<file path="src/rtl/bbs_pkg.sv">
`default_nettype none
// ============================================================================
// Module   : bbs_pkg
// Brief    : Shared constants for the Blum-Blum-Shub generator: default
//            parameters and the 2-bit FSM state encoding.
// Revision : 1.0 - initial release
// ============================================================================
package bbs_pkg;

    // Default generator parameters
    localparam int BBS_SIZE_DEF = 16;
    localparam int BBS_MOD_DEF  = 40633;
    localparam int BBS_SEED_DEF = 884;

    // FSM state encoding
    typedef logic [1:0] bbs_fsm_t;
    localparam logic [1:0] ST_IDLE   = 2'd0;
    localparam logic [1:0] ST_SQUARE = 2'd1;
    localparam logic [1:0] ST_UPDATE = 2'd2;
    localparam logic [1:0] ST_DONE   = 2'd3;

endpackage
`default_nettype wire

</file>
<file path="src/rtl/mod_square_seq.sv">
`default_nettype none
// ============================================================================
// Module   : mod_square_seq
// Brief    : Sequential modular squarer, out = x*x mod MOD. MSB-first
//            double-and-add, one step per clock with conditional subtraction
//            on a SIZE+1-bit intermediate. The first step runs on the go
//            edge, so done is high SIZE cycles after go. x must be < MOD.
// Revision : 1.0 - initial release
// ============================================================================
module mod_square_seq
    import bbs_pkg::*;
#(
    parameter int SIZE = BBS_SIZE_DEF,
    parameter int MOD  = BBS_MOD_DEF
) (
    input  logic            clk,
    input  logic            reset,
    input  logic            go,
    input  logic [SIZE-1:0] x,
    output logic            done,
    output logic [SIZE-1:0] out
);

    localparam int            IW    = (SIZE > 1) ? $clog2(SIZE) : 1;
    localparam logic [SIZE:0] MOD_W = (SIZE+1)'(MOD);

    logic [SIZE-1:0] x_q;
    logic [SIZE-1:0] acc_q;
    logic [IW-1:0]   idx_q;
    logic            run_q;
    logic            done_q;

    logic [SIZE-1:0] acc_in;
    logic [SIZE-1:0] addend;
    logic            mul_bit;
    logic [SIZE:0]   dbl;
    logic [SIZE:0]   dbl_sub;
    logic [SIZE-1:0] dbl_red;
    logic [SIZE:0]   sum;
    logic [SIZE:0]   sum_sub;
    logic [SIZE-1:0] step;

    // One double-and-add step; a borrow in the top bit means "no subtract"
    always_comb begin
        acc_in  = go ? '0 : acc_q;
        addend  = go ? x : x_q;
        mul_bit = go ? x[SIZE-1] : x_q[idx_q];
        dbl     = {acc_in, 1'b0};
        dbl_sub = dbl - MOD_W;
        dbl_red = dbl_sub[SIZE] ? dbl[SIZE-1:0] : dbl_sub[SIZE-1:0];
        sum     = {1'b0, dbl_red} + {1'b0, addend};
        sum_sub = sum - MOD_W;
        step    = dbl_red;
        if (mul_bit) begin
            step = sum_sub[SIZE] ? sum[SIZE-1:0] : sum_sub[SIZE-1:0];
        end
    end

    // Operand capture, accumulator and bit index sequencing
    always_ff @(posedge clk or posedge reset) begin
        if (reset) begin
            x_q    <= '0;
            acc_q  <= '0;
            idx_q  <= '0;
            run_q  <= 1'b0;
            done_q <= 1'b0;
        end else if (go) begin
            x_q    <= x;
            acc_q  <= step;
            idx_q  <= IW'(SIZE - 2);
            run_q  <= (SIZE > 1);
            done_q <= (SIZE == 1);
        end else if (run_q) begin
            acc_q <= step;
            idx_q <= idx_q - IW'(1);
            if (idx_q == '0) begin
                run_q  <= 1'b0;
                done_q <= 1'b1;
            end
        end else begin
            done_q <= 1'b0;
        end
    end

    assign done = done_q;
    assign out  = acc_q;

endmodule
`default_nettype wire

</file>
<file path="src/rtl/bbs_generator.sv">
`default_nettype none
// ============================================================================
// Module   : bbs_generator
// Brief    : Blum-Blum-Shub pseudo-random word generator. Each output bit
//            costs SIZE squaring cycles plus one UPDATE cycle; the finished
//            OUT_W-bit word is held with valid until ready.
//            Build option BBS_PARITY_EN: extracted bit is the XOR of all state
//            bits instead of the state LSB. Timing is identical either way.
// Revision : 1.0 - initial release
// ============================================================================
module bbs_generator
    import bbs_pkg::*;
#(
    parameter int SIZE  = BBS_SIZE_DEF,
    parameter int MOD   = BBS_MOD_DEF,
    parameter int SEED  = BBS_SEED_DEF,
    parameter int OUT_W = 256
) (
    input  logic             clk,
    input  logic             reset,
    input  logic             start,
    input  logic             seed_load,
    input  logic [SIZE-1:0]  seed_in,
    input  logic             ready,
    output logic             busy,
    output logic             valid,
    output logic [OUT_W-1:0] result
);

    localparam int               CW       = $clog2(OUT_W + 1);
    localparam logic [SIZE-1:0]  MOD_C    = SIZE'(MOD);
    localparam logic [SIZE-1:0]  SEED_C   = SIZE'(SEED);
    localparam logic [CW-1:0]    OUT_W_C  = CW'(OUT_W);

    bbs_fsm_t         fsm_q,    fsm_d;
    logic [SIZE-1:0]  state_q,  state_d;
    logic [OUT_W-1:0] result_q, result_d;
    logic [CW-1:0]    cnt_q,    cnt_d;

    logic             sq_go;
    logic             sq_done;
    logic [SIZE-1:0]  sq_out;
    logic             ext_bit;
    logic             seed_ok;

    // The squarer is fed from state_d so a new bit can start on the UPDATE edge
    mod_square_seq #(
        .SIZE (SIZE),
        .MOD  (MOD)
    ) u_sq (
        .clk   (clk),
        .reset (reset),
        .go    (sq_go),
        .x     (state_d),
        .done  (sq_done),
        .out   (sq_out)
    );

`ifdef BBS_PARITY_EN
    assign ext_bit = ^sq_out;
`else
    assign ext_bit = sq_out[0];
`endif

    // Seeds 0, 1 and >= MOD would lock the sequence, so they fall back to SEED
    assign seed_ok = (seed_in >= SIZE'(2)) && (seed_in < MOD_C);

    // Next-state logic for FSM, BBS state, result shifter and bit counter
    always_comb begin
        fsm_d    = fsm_q;
        state_d  = state_q;
        result_d = result_q;
        cnt_d    = cnt_q;
        sq_go    = 1'b0;
        case (fsm_q)
            ST_IDLE: begin
                if (seed_load) begin
                    state_d = seed_ok ? seed_in : SEED_C;
                end else if (start) begin
                    fsm_d    = ST_SQUARE;
                    result_d = '0;
                    cnt_d    = '0;
                    sq_go    = 1'b1;
                end
            end
            ST_SQUARE: begin
                if (sq_done) begin
                    fsm_d = ST_UPDATE;
                end
            end
            ST_UPDATE: begin
                state_d     = sq_out;
                result_d    = result_q << 1;
                result_d[0] = ext_bit;
                cnt_d       = cnt_q + CW'(1);
                if (cnt_d == OUT_W_C) begin
                    fsm_d = ST_DONE;
                end else begin
                    fsm_d = ST_SQUARE;
                    sq_go = 1'b1;
                end
            end
            ST_DONE: begin
                if (ready) begin
                    fsm_d = ST_IDLE;
                end
            end
            default: fsm_d = ST_IDLE;
        endcase
    end

    // State registers with asynchronous reset
    always_ff @(posedge clk or posedge reset) begin
        if (reset) begin
            fsm_q    <= ST_IDLE;
            state_q  <= SEED_C;
            result_q <= '0;
            cnt_q    <= '0;
        end else begin
            fsm_q    <= fsm_d;
            state_q  <= state_d;
            result_q <= result_d;
            cnt_q    <= cnt_d;
        end
    end

    assign busy   = (fsm_q == ST_SQUARE) || (fsm_q == ST_UPDATE);
    assign valid  = (fsm_q == ST_DONE);
    assign result = result_q;

endmodule
`default_nettype wire

</file>
<file path="config.mk">
export PLATFORM = sky130hd
export DESIGN_NAME = bbs_generator
export DESIGN_NICKNAME = d
export VERILOG_FILES = /design/src/rtl/bbs_pkg.sv /design/src/rtl/mod_square_seq.sv /design/src/rtl/bbs_generator.sv
export SDC_FILE = /design/constraint.sdc
export NUM_CORES = 1
export LEC_CHECK = 0
export ABC_CLOCK_PERIOD_IN_PS = 12100
export CORE_UTILIZATION = 52
export DETAILED_ROUTE_END_ITERATION = 8
export GPL_ROUTABILITY_DRIVEN = 0
export PLACE_DENSITY_LB_ADDON = 0.3
export SKIP_LAST_GASP = 1
export SLEW_MARGIN = 15
export SYNTH_ARGS = -nofsm -noshare
export SYNTH_HDL_FRONTEND = slang
export SYNTH_SLANG_ARGS = --single-unit
</file>
<file path="constraint.sdc">
create_clock -name clk -period 12.1 [get_ports clk]
set_clock_uncertainty 0.1 [all_clocks]
set_input_delay 1.21 -clock clk [delete_from_list [all_inputs] [get_ports clk]]
set_output_delay 1.21 -clock clk [all_outputs]
set_load 0.03 [all_outputs]
</file>
==> impl_metrics.csv <==
group,metric,value,unit
run_status,outcome,"complete, but fails checks",
run_status,violations,"DRC",
synthesis,synth_adder_area_share,2.197,%
floorplanning,coreArea,0.02621,mm^2
synthesis,synthFlopType,"dfrtp_1",
cts,cts_root_buf,"clkbuf_16",
cts,cts_buffers,34,
cts,cts_max_path_buffers,3,
setup_path,crit_chain,"clkdlybuf4s50_1, nand3b_1, o21ai_4, buf_4, nor3b_1, nand2_1, xor2_1, nor2_1, ha_1, o21ai_0, nor2_1, o41ai_2, o311ai_0, a21boi_1, o31ai_2, a21oi_2, nor2_4, a2111oi_2, or3_1",
setup_path,critPathMaxStageDelay,0.89,ns
cts,clock-sinks,321,
finish,stdcell_count,1794,
detailed_routing,routed_wl,37.59,mm
timing,finalCritPeriodShare,52.82,%
timing,fmaxAchievable,156.5,MHz
synthesis,synth_top_family_by_area,"compound AO/OA/AOI/OAI gates",
global_routing,grt_max_degree,262,
synthesis,synth-warning-count,0,
timing,tightest_slew,1.240,ns
finish,nNetsFinal,1479,
power_and_ir_drop,power.leakage,8.028,nW
cts,post_cts_buffers,0,
global_routing,grt_pass1_wl,60.59,mm
synthesis,synthSimpleGateAreaFrac,8.745,%
timing,hold_viol_final,0,
synthesis,synth_area,0.01401,mm^2
synthesis,synth_top_area_cell,"dfrtp_1",
setup_path,crit_path_frequent_cell,"nor2_1",
floorplanning,die_y,166.1,um
setup_path,cp-end-kind,"register",
floorplanning,ios,279,
setup_path,cp.required,12.45,ns
floorplanning,die_w,166.1,um
synthesis,synthMuxAreaShare,0.9379,%
finish,final_common_cell,"dfrtp_1",
setup_path,crit_buf_inv,2,
timing,setup_viol,0,
detailed_routing,wl_per_cell,20.95,um
timing,final-max-slew-violation-count,0,
setup_path,criticalPathCategory,"in -> reg",
global_routing,first_global_vias,10705,
power_and_ir_drop,ir_worst_vdd,0.0005495,V
place,place_inst,1733,
power_and_ir_drop,p_sw,0.002806,W
global_routing,antenna_found_initial,1,
finish,fin_util,69.05,%
power_and_ir_drop,p_comb_share,59.7,%
finish,nFillCells,1866,
synthesis,synth.distinct_cells,87,
setup_path,worstSetupStartpointType,"input pin",
power_and_ir_drop,power.share.switching,47.63,%
timing,layout_min_cycle_time,6.391,ns
finish,syn2layout_area_growth,29.18,%
timing,relSlewSlack,17.34,%
synthesis,synth_top_area_share,56.28,%
detailed_routing,drc,29,
synthesis,synthArstFlopShare,100.0,%
cts,cts_resized,0,
floorplanning,row_count,59,
setup_path,cp_top_family,"compound AO/OA/AOI/OAI gates",
synthesis,synth_edf_count,0,
power_and_ir_drop,p_clk_share,17.4,%
detailed_routing,drtPass1Iterations,9,
cts,clock_latency,0.50,ns
detailed_routing,drt_iter0_drc,1268,
floorplanning,initial_core_util,53.45,%
synthesis,avgSynthCellArea,11.67,um^2
global_routing,grt-ovfl-total,0,
synthesis,synthTopCellsByArea,"dfrtp_1 (56%), a22o_1 (16%), nand2_1 (2.3%)",
global_routing,grt.total_usage,27.22,%
cts,h-tree-depth,2,
synthesis,ys_seq_area_share,57.40,%
timing,fin_tns_setup,0,ns
finish,drive_gt1_share,7.133,%
power_and_ir_drop,seq_power_share,22.9,%
power_and_ir_drop,p_per_area,325.6,mW/mm^2
synthesis,synth_compound_area_share,25.90,%
synthesis,synth_nets,1245,
setup_path,path_max_fanout,53,
power_and_ir_drop,intPower,0.003086,W
detailed_routing,ant_nets,0,
place,port_buffers,278,
synthesis,syn_inst,1200,
cts,hold_buffers,0,
synthesis,synthXorXnorAreaFrac,1.795,%
detailed_routing,vias,11375,
synthesis,synth_seq_cells,321,
flow_run,cap_violations,0,
cts,clk_pin_slew_worst_paths,0.06,ns
worst_hold_path,min_path_type,"reg -> reg",
finish,final_cell_mix,"dfrtp_1 (315), clkdlybuf4s50_1 (278), a22o_1 (259)",
setup_path,crit_path_top_delay_cell,"clkdlybuf4s50_1",
cts,cts_tree,"yes",
timing,rsz0062_at_grt,"false",
floorplanning,die_area,0.02760,mm^2
setup_path,arrival,6.74,ns
detailed_routing,viasPerCell,6.341,
place,place_hpwl,24.68,mm
## cells by family after synthesis
kind of cell,count (synthesis)
buf+inv,112
mux,8
xor+xnor,27
fa+ha+maj,24
simple gates,257
compound gates,451
flops,321
## worst paths after layout
kind,slack [ns],endpoint,cells past startpoint,startpoint
max,5.71,u_sq.out[13]$_DFFE_PP0P_,19,seed_load
min,0.42,result[232]$_DFFE_PP0P_,1,result[231]$_DFFE_PP0P_
max reg2reg,6.03,u_sq.out[13]$_DFFE_PP0P_,20,fsm_q[0]$_DFFE_PP0P_
min reg2reg,0.42,result[232]$_DFFE_PP0P_,1,result[231]$_DFFE_PP0P_
max in group asynchronous,9.25,result[10]$_DFFE_PP0P_,3,reset
min in group asynchronous,1.16,result[132]$_DFFE_PP0P_,2,reset
## synth_stat cells (all sizes together) (6+ instances only)
master and count:
o21ai 49, dfrtp 315, nor3b 7, nor3 14, a21o 6, xnor2 16
nor2 73, nand2 86, nand3 22, dfstp 6, a22o 259, nand4 8
inv 27, xor2 11, nor4 9, a21oi 30, a31oi 17, o211ai 8
o221ai 8, or3 10, ha 23, a22oi 18, clkbuf 80
## worst register-to-register path: stages, from the launching register on
cell	delay [ns]
dfrtp_1	0.43
inv_1	0.10
ha_1	0.74
inv_1	0.29
o21ai_4	0.20
buf_4	0.45
nor3b_1	0.21
nand2_1	0.14
xor2_1	0.20
nor2_1	0.09
ha_1	0.41
o21ai_0	0.28
nor2_1	0.09
o41ai_2	0.37
o311ai_0	0.31
a21boi_1	0.41
o31ai_2	0.16
a21oi_2	0.40
nor2_4	0.13
a2111oi_2	0.36
or3_1	0.15
## state kept, by name, indices dropped and copies added, names as in the netlist
register / flops
u_sq.out: 16
u_sq.idx_q: 4
u_sq.done: 1
cnt_q: 9
result: 256
u_sq.x_q: 16
u_sq.run_q: 1
fsm_q: 2
state_q: 16
## power groups by stage
stage	sequential (W)	combinational [W]	clock, W
finish	0.00135	0.00352	0.00103
global route	0.00136	0.00385	0.00109
CTS	0.00134	0.00343	0.00105
detailed placement	0.00136	0.00341	0
global placement	0.00136	0.00332	0
floorplan	0.00133	0.00272	0
## stage by stage
stage	total power (W)	hold slack, ns	setup WS [ns]	cell area, um^2
final	0.005892	0.4153	5.709	18090
after global routing	0.006305	0.4387	5.326	18090
after CTS	0.005816	0.4198	5.867	18090
after detailed placement	0.004773	0.4025	5.359	16980
after global placement	0.004674	0.4001	5.606	16980
after floorplan	0.004055	0.3845	1.915	14010
## area by class of cell
cell class / instances / area, um^2 / share of cell area, %
tap: 335 / 419.2 / 2.316
inverter: 27 / 108.9 / 0.6016
sequential: 321 / 8040 / 44.43
clock buffer: 43 / 935.9 / 5.172
timing repair buffer: 283 / 2849 / 15.74
multi-input combinational: 767 / 5569 / 30.78
antenna: 1 / 2.502 / 0.01383
clock inverter: 17 / 170.2 / 0.9404
## per-layer routing
layer,track usage (%),wire length (um)
met1,37.76,15580
met2,42.84,17740
met3,4.147,2685
met4,11.91,1577
met5,0,0
Power figures use the tool's default switching activity.
==> patch: new RTL, same flow settings <==
`result_q` no longer has a reset.
--- a/src/rtl/bbs_generator.sv
+++ b/src/rtl/bbs_generator.sv
@@ -114,14 +114,16 @@
         if (reset) begin
             fsm_q    <= ST_IDLE;
             state_q  <= SEED_C;
-            result_q <= '0;
             cnt_q    <= '0;
         end else begin
             fsm_q    <= fsm_d;
             state_q  <= state_d;
-            result_q <= result_d;
             cnt_q    <= cnt_d;
         end
+    end
+
+    always_ff @(posedge clk) begin
+        result_q <= result_d;
     end
 
     assign busy   = (fsm_q == ST_SQUARE) || (fsm_q == ST_UPDATE);
Behaviour: same outputs for any inputs over 4 cycles, from zero or initial values and one cycle with reset high; that may be too few to reach the edited logic, so the function may still have changed.
==> patch against the unedited design <==
- area after synthesis up 2.5%
- sequential cell count stayed put
- setup slack worse by 0.67 ns
- routed wire length down 6.6%
- worst hold slack better by 0.0058 ns
- final area rose by 2.3%
Power is not shown: default switching activity piles up to over one toggle a cycle in this logic, so the estimate is an artifact.
==> patch: results <==
{
  "outcome": "completed",
  "dp_cells": 1709,
  "use_met3": 0.0522,
  "drt_iter0_markers": 963,
  "pre_cts_slack_ns": 4.65,
  "synthAdderAreaFrac": 0.0214,
  "grt_usage": 0.245,
  "synth.distinct_cells": 69,
  "synth-edff-count": 256,
  "dp_hpwl_um": 24800,
  "dr.pass1.iters": 5,
  "wl_per_cell_um": 19.8,
  "critPathMaxFanout": 52,
  "cp_slowest_stage_delay_ns": 0.80,
  "synth_nets": 1185,
  "ys_seq_area_frac": 0.649,
  "nNetsFinal": 1450,
  "wl_met3_um": 2770,
  "cts-root-buf": "clkbuf_16",
  "layout.cells.non_filler": 1771,
  "antenna_found_initial": 0,
  "crit_family": "compound AO/OA/AOI/OAI gates",
  "n_antenna_cell": 0,
  "cts_buffer_depth": 3,
  "vias_per_cell": 5.63,
  "grt_pass1_wl_um": 53500,
  "grt_max_degree": 197,
  "synth-async-reset-ratio": 0.202,
  "ys_top_cells_by_area": "edfxtp_1 (54%), and2_1 (11%), dfrtp_1 (10%)",
  "numCtsBuffers": 35,
  "grt_pass1_vias": 9406,
  "synthMuxAreaShare": 0.00924,
  "drive_gt1_frac": 0.0538,
  "met2_usage": 0.406,
  "final_core_util": 0.685,
  "synth_warnings": 0,
  "met1_usage": 0.312,
  "wl_met1_um": 13800,
  "worstHoldStart": "cnt_q[0]",
  "synth_compound_area_frac": 0.0904,
  "nFillCells": 1863,
  "place_area_um2": 17400,
  "reg2reg_from": "fsm_q[0]",
  "ys.flop_type": "edfxtp_1",
  "wl_met2_um": 17200,
  "worstMarginPinSlew_ns": 1.07,
  "ys_top_cells_by_count": "and2_1 (261), edfxtp_1 (256), nand2_1 (83)",
  "synth_xor_xnor_area_share": 0.0226,
  "syn_avg_cell_area_um2": 12.6
}
patch: final cells by class:
class,instances,area share
clock buffers,55,0.0536
clock inverters,7,0.00392
inverters,28,0.00568
multi-input cells,734,0.256
flip-flops and latches,321,0.504
well taps,341,0.0231
repair buffers,285,0.154
patch: logic make-up (layout without fill, tap and decap cells):
logic type               Yosys count  count (layout)
AO/OA/AOI/OAI                    183             183
XOR/XNOR                          37              37
adder cells (fa/ha/maj)           24              24
buffers and inverters             85             375
flip-flops                       321             321
multiplexers                       7               7
AND/OR/NAND/NOR                  483             483
patch: worst paths after layout:
path                                to  slack, ns  depth (start not counted)
setup reg to reg           u_sq.out[2]       5.27                         21
max in group asynchronous  u_sq.out[2]      10.15                          3
setup / recovery           u_sq.out[2]       5.04                         20
hold reg to reg               cnt_q[0]       0.42                          1
hold / removal                cnt_q[0]       0.42                          1
min in group asynchronous  state_q[15]       1.17                          3
